==> src/rtl/async_req_arbiter.sv <==
// Synchronizes asynchronous request lines, latches each rising edge as a pending
// event, and grants pending events round-robin to one shared resource until done.
module async_req_arbiter #(
    parameter int NUM_REQ = 4,
    parameter int STAGES  = 2,
    parameter int IDX_W   = $clog2(NUM_REQ)
) (
    input  logic               clk,
    input  logic               rst,
    input  logic [NUM_REQ-1:0] async_req_i,
    input  logic               done_i,
    output logic [NUM_REQ-1:0] gnt_o,
    output logic               gnt_valid_o,
    output logic [IDX_W-1:0]   gnt_idx_o,
    output logic [NUM_REQ-1:0] pending_o,
    output logic [NUM_REQ-1:0] drop_o
);

    localparam logic [0:0] ST_IDLE = 1'b0;
    localparam logic [0:0] ST_BUSY = 1'b1;

    (* ASYNC_REG = "TRUE" *) logic [NUM_REQ-1:0] sync_q [STAGES];
    logic [NUM_REQ-1:0] sync_d [STAGES];
    logic [NUM_REQ-1:0] prev_q, prev_d;
    logic [NUM_REQ-1:0] pending_q, pending_d;
    logic [NUM_REQ-1:0] drop_q, drop_d;
    logic [NUM_REQ-1:0] gnt_q, gnt_d;
    logic [IDX_W-1:0]   gnt_idx_q, gnt_idx_d;
    logic [IDX_W-1:0]   last_idx_q, last_idx_d;
    logic [0:0]         state_q, state_d;
    logic [NUM_REQ-1:0] sync, rise, clr;
    logic               win_found;
    logic [IDX_W-1:0]   win_idx;

    function automatic logic [IDX_W-1:0] wrap_idx(input logic [IDX_W-1:0] base, input int off);
        int sum;
        sum = int'(base) + off;
        if (sum >= NUM_REQ) sum -= NUM_REQ;
        return IDX_W'(sum);
    endfunction

    always_comb begin
        sync_d[0] = async_req_i;
        for (int s = 1; s < STAGES; s++) sync_d[s] = sync_q[s-1];
    end

    assign sync   = sync_q[STAGES-1];
    assign prev_d = sync;
    assign rise   = sync & ~prev_q;

    // Scan starts just after the last winner, so the previous owner is checked last.
    always_comb begin
        // NOTE: every signal driven here gets a default first, so no path leaves it unassigned and infers a latch.
        win_found = 1'b0;
        win_idx   = '0;
        for (int off = 1; off <= NUM_REQ; off++) begin
            if (!win_found && pending_q[wrap_idx(last_idx_q, off)]) begin
                win_found = 1'b1;
                win_idx   = wrap_idx(last_idx_q, off);
            end
        end
    end

    always_comb begin
        state_d    = state_q;
        gnt_d      = gnt_q;
        gnt_idx_d  = gnt_idx_q;
        last_idx_d = last_idx_q;
        clr        = '0;
        case (state_q)
            ST_IDLE: begin
                if (win_found) begin
                    gnt_d      = NUM_REQ'(1) << win_idx;
                    gnt_idx_d  = win_idx;
                    last_idx_d = win_idx;
                    clr        = NUM_REQ'(1) << win_idx;
                    state_d    = ST_BUSY;
                end
            end
            ST_BUSY: begin
                if (done_i) begin
                    gnt_d     = '0;
                    gnt_idx_d = '0;
                    state_d   = ST_IDLE;
                end
            end
            default: state_d = ST_IDLE;
        endcase
        // A new edge on the bit being granted survives; one on an untouched pending bit is merged.
        drop_d    = drop_q | (rise & pending_q & ~clr);
        pending_d = (pending_q & ~clr) | rise;
    end

    always_ff @(posedge clk) begin
        // NOTE: sequential state uses non-blocking assignments so every flop samples pre-edge values.
        if (rst) begin
            // NOTE: the synchronizer chain is cleared too, so a line already high at release reads as a fresh event.
            for (int s = 0; s < STAGES; s++) sync_q[s] <= '0;
            prev_q     <= '0;
            pending_q  <= '0;
            drop_q     <= '0;
            gnt_q      <= '0;
            gnt_idx_q  <= '0;
            last_idx_q <= IDX_W'(NUM_REQ - 1);
            state_q    <= ST_IDLE;
        end else begin
            for (int s = 0; s < STAGES; s++) sync_q[s] <= sync_d[s];
            prev_q     <= prev_d;
            pending_q  <= pending_d;
            drop_q     <= drop_d;
            gnt_q      <= gnt_d;
            gnt_idx_q  <= gnt_idx_d;
            last_idx_q <= last_idx_d;
            state_q    <= state_d;
        end
    end

    assign gnt_o       = gnt_q;
    assign gnt_valid_o = (state_q == ST_BUSY);
    assign gnt_idx_o   = gnt_idx_q;
    assign pending_o   = pending_q;
    assign drop_o      = drop_q;

endmodule

==> config.mk <==
export PLATFORM = sky130hd
export DESIGN_NAME = async_req_arbiter
export DESIGN_NICKNAME = d
export VERILOG_FILES = /design/src/rtl/async_req_arbiter.sv
export SDC_FILE = /design/constraint.sdc
export NUM_CORES = 1
export LEC_CHECK = 0
export CORE_MARGIN = 5
export CORE_UTILIZATION = 52
export DETAILED_ROUTE_END_ITERATION = 6
export HOLD_SLACK_MARGIN = 0.12
export PLACE_DENSITY_LB_ADDON = 0.08
export SETUP_SLACK_MARGIN = 0.02
export SLEW_MARGIN = 20
export SYNTH_ARGS = -nofsm -noshare
export SYNTH_HDL_FRONTEND = slang
export SYNTH_SLANG_ARGS = --single-unit
==> constraint.sdc <==
create_clock -name clk -period 4.26 [get_ports clk]
set_input_delay 0.852 -clock clk [delete_from_list [all_inputs] [get_ports clk]]
set_output_delay 0.852 -clock clk [all_outputs]
set_load 0.05 [all_outputs]
==> results of run 1 <==
[cell type report]
type | instances | area (µm²)
Fill cell | 163 | 573
Tap cell | 27 | 33.8
Clock inverter | 1 | 30.0
Multi-Input combinational cell | 68 | 472
Clock buffer | 7 | 55.1
Timing Repair Buffer | 21 | 210
Sequential cell | 29 | 581
Inverter | 2 | 7.51
[through the flow]
stage	hold slack [ns]	instance area [µm²]
floorplan	0.414	1070
global placement	0.420	1300
detailed placement	0.428	1300
CTS	0.449	1390
global route	0.464	1390
finish	0.444	1390
[synth_stat cells (all sizes together), types with 2 or more instances]
library cell	n	area [µm²]
dfxtp	29	581
nor2b	16	100
nand2b	9	58.8
nor2	9	33.8
a21oi	6	30.0
nand2	3	11.3
a211o	2	17.5
clkbuf	2	7.51
inv	2	7.51
o22ai	2	12.5
o311ai	2	17.5
o32ai	2	32.5
[state kept, by name, indices dropped and copies added (netlist names)]
signal / cells
last_idx_q: 2
prev_q: 4
pending_o: 4
sync_q: 8
gnt_o: 4
gnt_idx_o: 2
drop_o: 4
gnt_valid_o: 1
[logic make-up (layout without fill, tap and decap cells)]
family / count (synthesis) / count (layout) / synth area share, %
buf+inv: 5 / 31 / 1.75
simple gates: 43 / 43 / 24.4
flops: 29 / 29 / 54.2
compound gates: 24 / 24 / 18.7
mux: 1 / 1 / 0.935
[routing by layer]
metal	part of all wire (%)	up-vias	global-route usage, %
li1	-	409	-
met1	44	378	16.0
met2	48	20	23.6
met3	5.0	7	6.29
met4	2.9	0	10.8
met5	0	-	0
[final timing paths]
| kind | end | slack, ns | cells past startpoint |
|---|---|---|---|
| max reg2reg | gnt_o[3]$_SDFFE_PP0P_ | 2.49 | 4 |
| min | sync_q[0][5]$_SDFF_PP0_ | 0.44 | 1 |
| min reg2reg | sync_q[0][5]$_SDFF_PP0_ | 0.44 | 1 |
| max | pending_o[2] | 1.75 | 1 |
[power by group through the flow]
stage          clock (mW)  sequential, mW  combinational [mW]
5_1_grt             0.246           0.304               0.129
3_3_place_gp            0           0.307               0.116
4_1_cts             0.233           0.301               0.119
3_5_place_dp            0           0.308               0.118
2_1_floorplan           0           0.336              0.0542
6_report            0.227           0.301               0.118
[placed cells by master (no fill, tap or decap), drive strengths merged]
master and n:
or4 1, nor2b 16, nand2b 9, nor2 9
o31ai 1, clkdlybuf4s50 21, o221ai 1, clkbuf 7
nand2 3, a22oi 1, a2bb2oi 1, nor3 1
and3 1, and2 1, o21a 1, a21oi 6
o22ai 2, a31oi 1, a32oi 1, o221a 1
o21ai 1, bufinv 1, dfxtp 29, inv 2
a211o 2, a211oi 1, or3b 1, mux2i 1
o32ai 2, nor3b 1, o311ai 2
==> metrics.txt, run 1 <==
Avg Cell Area, Syn 10.5 µm²; PnR worst setup slack between 1.5 and 2 ns; Peak Freq 398 MHz; Clock Skew 0.0106 ns; pre-CTS setup slack approximately 1.7 ns; CP cell instances clkdlybuf4s50_1; worst r2r src pending_o[1]$_SDFF_PP0_; slowest stage delay, CP 0.86 ns; Clock Path Buffers 2; Setup CP Type reg -> out; Post-CTS Setup Repair Bufs 0; vias in the first global route roughly 830; Sink Count 29; Port Buffers 21; share of layout cells above drive strength 1 13.3%; synth unique cells 31; CP Launch Type flip-flop; slowest cell on the critical path clkdlybuf4s50_1; Mapped Cells a little over 100; clock latency on the worst-skew pair 0.32 ns; register share of total power 46.6%; Post-synth ARST share 0%; Synth Net Count 109; CORE AREA 1960 µm²; fin crit share 59.0%; number of synthesized flops with an enable pin 0; Worst EP arrival roughly 1.7 ns; NetSw 0.171 mW; Post-DP HPWL 1410 µm; standard-cell rows 16; first-pass GRT wire length 3600 µm; Final Slew Violations 0; hold wc startpoint sync_q[0][1]$_SDFF_PP0_; CTS tree done; root buf cell clkbuf_4; Buffers & Inverters on Critical Path 1; n_diodes 0; Routed Antenna Nets 0; area grow syn2layout 29.7%; Internal 0.475 mW; GRT Residual Overflow 0; maximum vdd drop 0.304 mV; family with the most delay on the worst path buffers and inverters; post-synthesis cell area approximately 1100 µm²; H-tree depth 2; initial DRC count 5; Leak 0.495 nW; Starting Density 54.6%; clk slew on worst S/H paths 0.08 ns; crit-path max FO 7; CP required 3.41 ns; Rel. slew slack 29.8%; Layout Utilization between 70% and 80%; clock share of power 35.1%; IO Count 22; routed len/inst 12.8 µm; post-cts sizing count 0; TNS Setup 0 ns; Num CTS Buffers 5; die area 3070 µm²; routability cong. 0.845; min Tclk post-route approximately 2.5 ns; vias per cell 5.25; Yosys reg bits 29; Synthesis Warnings 0; post-synthesis sequential area ratio 54.2%; placed cells between 100 and 150; sw frac 26.5%; outcome finished, final reports clean; Max-Cap Viols 0; GRT Overall Usage 15.0%; Vias 814; DR pass1 iterations 4; hold crit path type reg -> reg; worst setup path startpoint pending_o[2]$_SDFF_PP0_; fin nets 134; Comb power frac 18.3%; # setup viols final 0; largest net degree at the start of global routing 33; Layout Cells excl Fill 155; Worst Max-Slew Pin Slew 1.05 ns; top_reg_cell synth dfxtp_1; total power 0.647 mW; initial antenna violation count 0; power per cell area 466 nW/µm²; final hold vios 0; RSZ-0062 raised after global routing no; Die Ht 55.4 µm; Post-route DRC 0; critical path capture point type primary output; Die Width 55.4 µm; hold buffers post-CTS 0; aggregate routed wire length a little under 2000 µm
No activity file was read; power rests on OpenSTA's default activity.
==> run 2, diff against run 1 <==
--- a/config.mk
+++ b/config.mk
@@ -6,7 +6,7 @@
 export NUM_CORES = 1
 export LEC_CHECK = 0
 export CORE_MARGIN = 5
-export CORE_UTILIZATION = 52
+export CORE_UTILIZATION = 44
 export DETAILED_ROUTE_END_ITERATION = 6
 export HOLD_SLACK_MARGIN = 0.12
 export PLACE_DENSITY_LB_ADDON = 0.08
==> constraint.sdc (replaced) <==
create_clock -name clk -period 2.1 [get_ports clk]
set_input_delay 0.42 -clock clk [delete_from_list [all_inputs] [get_ports clk]]
set_output_delay 0.42 -clock clk [all_outputs]
set_load 0.05 [all_outputs]
==> run 2 against run 1 <==
Compared with the run above:
- critical path depth is the same
- sequential share of layout area grew 0.075 points
- first-iteration DRC count grew to 5.2 times the previous value
- critical path type unchanged
==> metrics.txt, run 2 (synthesized netlist as in run 1, its figures left out) <==
outcome finished, final reports clean; Routed Antenna Nets 0; CTS tree done; family with the most delay on the worst path buffers and inverters; Starting Density 47.1%; fill cell count 187; RSZ-0062 raised after global routing no; final hold vios 0; Peak Freq between 500 and 600 MHz; Die Ht 59.3 µm; GRT Residual Overflow 0; Die Width slightly below 60 µm; fin nets 137; area grow syn2layout 29.4%; clock latency on the worst-skew pair 0.32 ns; most common cell after layout, fill and taps aside dfxtp_1; worst r2r src pending_o[1]$_SDFF_PP0_; WHS Path Cells 1; largest net degree at the start of global routing 11; Post-DP HPWL 1460 µm; Num CTS Buffers 5; Post-route DRC 0; Worst R2R Path Depth 5; critical path capture point type primary output; Largest Register sync_q; Final Slew Violations 0; CP cell instances clkdlybuf4s50_1; pre-CTS setup slack 0.298 ns; worst r2r dst drop_o[3]$_SDFF_PP0_; Vias 811; H-tree depth 2; hold wc startpoint sync_q[0][0]$_SDFF_PP0_; aggregate routed wire length 1980 µm; maximum vdd drop 0.488 mV; first-pass GRT wire length 3500 µm; share of layout cells above drive strength 1 15.3%; # setup viols final 0; n_diodes 0; slowest cell on the critical path clkdlybuf4s50_1; CP required 1.68 ns; Max-Cap Viols 0; initial DRC count 26; TNS Setup 0 ns; standard-cell rows 17; most frequent cells in the layout dfxtp_1, clkdlybuf4s50_1, nor2b_1; Sink Count 29; hold crit path type reg -> reg; Buffers & Inverters on Critical Path 1; Largest register FFs 8; Worst EP arrival between 1.5 and 2 ns; IO Count 22; flop-to-flop setup slack 0.35 ns; hold buffers post-CTS 0; PnR worst setup slack 0.104 ns; vias in the first global route 814; Leak 0.547 nW; GRT Overall Usage 13.5%; Rel. slew slack approximately 68%; min Tclk post-route 2.00 ns; fin crit share 95.0%; hold path endpoint sync_q[0][4]$_SDFF_PP0_; initial antenna violation count 0; Worst Max-Slew Pin Slew 0.472 ns; DR pass1 iterations 4; power per cell area 838 nW/µm²; die area 3520 µm²; vias per cell 5.10; Setup CP Type reg -> out; Clock Skew 0.00678 ns; CP Launch Type flip-flop; Clock Path Buffers 2; worst setup path startpoint pending_o[0]$_SDFF_PP0_; CORE AREA 2280 µm²; routed len/inst 12.5 µm; routability cong. 0.712; clk slew on worst S/H paths roughly 0.08 ns; Port Buffers 21; Seq. cell area between 500 and 600 µm²; crit-path max FO 6; slowest stage delay, CP approximately 0.84 ns; root buf cell clkbuf_4; Multi-input gate area 472 µm²
## run 2: cell count changes in the layout (fill, tap and decap cells not counted)
cell             change
clkbuf_8             -1
bufinv_16            -1
clkinv_2             +2
clkdlybuf4s50_1      -3
buf_4                +3
dlymetal6s2s_1       +3
## run 2: through the flow
| step | power, mW | instance area (µm²) | hold WS, ns | std cells | utilization [%] |
|---|---|---|---|---|---|
| after global routing | 1.24 | 1390 | 0.466 | 159 | 60.9 |
| final | 1.16 | 1390 | 0.445 | 159 | 60.9 |
| after CTS | 1.18 | 1380 | 0.451 | 159 | 60.6 |
| after floorplan | 0.792 | 1070 | 0.414 | 102 | - |
| after detailed placement | 0.868 | 1330 | 0.427 | 151 | 58.3 |
| after global placement | 0.864 | 1330 | 0.425 | 151 | 58.3 |
## run 2: timing repair
| item | in CTS | in global routing |
|---|---|---|
| gates resized for setup | 0 | 3 |
| hold endpoints to repair | 0 | 0 |
| setup endpoints to repair | 0 | 3 |
| buffers inserted | 0 | 0 |
## run 2: area by class of cell
cell class              count  share of cell area (%)
flip-flops and latches     29                    41.9
multi-input cells          68                    34.0
repair buffers             24                    17.3
clock buffers               6                    2.98
well taps                  28                    2.53
clock inverters             2                   0.722
inverters                   2                   0.542
## run 2: worst max path at each step
stage	end	cells after the start	slack (ns)
after floorplan	drop_o[0]$_SDFF_PP0_	4	0.27
after global placement	drop_o[3]$_SDFF_PP0_	4	0.39
after detailed placement	drop_o[3]$_SDFF_PP0_	4	0.30
after CTS	pending_o[3]	1	0.03
after global routing	pending_o[0]	1	0.02
final	pending_o[0]	1	0.10
## run 2: where the power goes
part           internal (mW)  leakage, nW  switching (mW)
clock                  0.127       0.0320           0.181
sequential             0.584        0.237          0.0282
combinational         0.0998        0.277           0.142
## run 2: layer usage
| metal | up-vias | share of wire (%) | track usage, % |
|---|---|---|---|
| met4 | 0 | 0.96 | 6.80 |
| met1 | 372 | 47 | 17.2 |
| met2 | 20 | 46 | 19.2 |
| met3 | 4 | 6.2 | 5.88 |
| met5 | - | 0 | 0 |
| li1 | 415 | - | - |
==> run 3, diff against run 2 <==
==> constraint.sdc (replaced) <==
create_clock -name clk -period 2.1 [get_ports clk]
set_input_delay 0.315 -clock clk [delete_from_list [all_inputs] [get_ports clk]]
set_output_delay 0.315 -clock clk [all_outputs]
set_load 0.05 [all_outputs]
==> run 3 against run 2 <==
Compared with the run above:
- clock power grew 22%
- via count shrank 1.4%
- wire length grew 0.10%
- power grew 5.8%
- core utilization grew 0.16 points
- die area is the same
- combinational power is essentially flat
- sequential cell count is the same
- non-clock buffer count shrank 1
- critical endpoint is now pending_o[1]
- largest cell class unchanged
- highest routed layer unchanged
==> metrics.txt, run 3 (synthesized netlist as in run 1, its figures left out) <==
Worst R2R Path Depth 5; clock latency on the worst-skew pair around 0.33 ns; maximum vdd drop about 0.60 mV; flop-to-flop setup slack 0.38 ns; fin crit share 93.6%; n_diodes 0; routability cong. just under 0.8; Num CTS Buffers 5; fill cell count 192; largest net degree at the start of global routing 24; CP Launch Type flip-flop; family with the most delay on the worst path buffers and inverters; met2 Usage GRT 18.7%; Peak Freq 509 MHz; CP required 1.78 ns; Rel. slew slack 66.3%; worst r2r src pending_o[1]$_SDFF_PP0_; Worst Max-Slew Pin Slew 0.492 ns; worst r2r dst drop_o[2]$_SDFF_PP0_; Post-CTS Setup Repair Bufs 0; hold wc startpoint sync_q[0][5]$_SDFF_PP0_; critical path capture point type primary output; routed len/inst 12.5 µm; Worst EP arrival roughly 1.7 ns; Layout Cells excl Fill 158; Routed Antenna Nets 0; Sink Count 29; Largest register FFs 8; share of layout cells above drive strength 1 15.4%; Leak 0.501 nW; WHS Path Cells 1; fin nets 136; most frequent cells in the layout dfxtp_1, clkdlybuf4s50_1, nor2b_1; TNS Setup 0 ns; Vias 800; Die Width 59.3 µm; first-pass GRT wire length ~3300 µm; Buffers & Inverters on Critical Path 1; Post-DP HPWL between 1000 and 1500 µm; IO Count 22; H-tree depth 2; outcome finished, final reports clean; RSZ-0062 raised after global routing no; total power 1.23 mW; Final Slew Violations 0; Die Ht slightly below 60 µm; standard-cell rows 17; CTS tree done; most common cell after layout, fill and taps aside dfxtp_1; Max-Cap Viols 0; # setup viols final 0; power per cell area 884 nW/µm²; vias in the first global route 719; GRT Residual Overflow 0; slowest cell on the critical path clkdlybuf4s50_1; root buf cell clkbuf_4; worst setup path startpoint pending_o[1]$_SDFF_PP0_; vias per cell around 5.1; GR peak layer met2; post-cts sizing count 0; crit-path max FO 8; aggregate routed wire length 1980 µm; initial antenna violation count 0; Setup CP Type reg -> out; slowest stage delay, CP 0.85 ns; area grow syn2layout 29.8%; GRT Overall Usage 13.3%; placed cells 150; hold buffers post-CTS 0; Starting Density between 40% and 50%; met3 usage 5.45%; Post-route DRC 0; Largest Register sync_q; Clock Path Buffers 2; CORE AREA about 2300 µm²; Port Buffers 21; die area approximately 3500 µm²; clk slew on worst S/H paths 0.09 ns; final hold vios 0; hold crit path type reg -> reg; CP cell instances clkdlybuf4s50_1; Hold Slack 0.448 ns; Clock Skew 0.0129 ns; DR pass1 iterations 4; M1 GR Usage 15.4%; initial DRC count 23; hold path endpoint prev_q[1]$_SDFF_PP0_; min Tclk post-route slightly below 2 ns
[run 3: cell count changes in the layout (fill, tap and decap cells not counted), sizes merged]
| cell | previous run | this run |
|---|---|---|
| dlymetal6s2s | 3 | 0 |
| clkdlybuf4s50 | 18 | 21 |
| clkbuf | 6 | 7 |
| clkinv | 2 | 1 |
| buf | 3 | 2 |
[run 3: layer usage]
metal  vias to the layer above  part of all wire [%]
met2                        23                    42
met5                         -                     0
met3                         8                   8.6
met4                         0                   3.8
met1                       356                    45
li1                        413                     -
[run 3: power by group]
group          internal, mW  leakage [nW]  switching [mW]
logic                0.0989         0.222           0.143
clock network         0.194        0.0413           0.183
registers             0.584         0.237          0.0274
total                 0.876         0.501           0.353
[run 3: layout make-up]
cell class                      instances  area, µm²  share of cell area [%]
Sequential cell                        29        581                    41.8
Timing Repair Buffer                   23        225                    16.2
Inverter                                2       7.51                   0.540
Clock buffer                            7       65.1                    4.68
Clock inverter                          1       5.00                   0.360
Tap cell                               28       35.0                    2.52
Multi-Input combinational cell         68        472                    33.9
[run 3: how the worst max path moves through the flow]
stage | endpoint | slack (ns) | cells past startpoint
finish | pending_o[1] | 0.13 | 1
CTS | pending_o[1] | 0.11 | 1
floorplan | drop_o[0]$_SDFF_PP0_ | 0.27 | 4
global route | pending_o[1] | 0.05 | 1
detailed placement | drop_o[2]$_SDFF_PP0_ | 0.39 | 5
global placement | gnt_o[3]$_SDFFE_PP0P_ | 0.43 | 4
[run 3: metrics by stage]
| step | worst slack [ns] | cell area [µm²] | util, % |
|---|---|---|---|
| global route | 0.0550 | 1390 | 61.1 |
| finish | 0.134 | 1390 | 61.1 |
| floorplan | 0.267 | 1070 | - |
| detailed placement | 0.391 | 1320 | 58.0 |
| CTS | 0.108 | 1390 | 61.1 |
| global placement | 0.426 | 1320 | 58.0 |
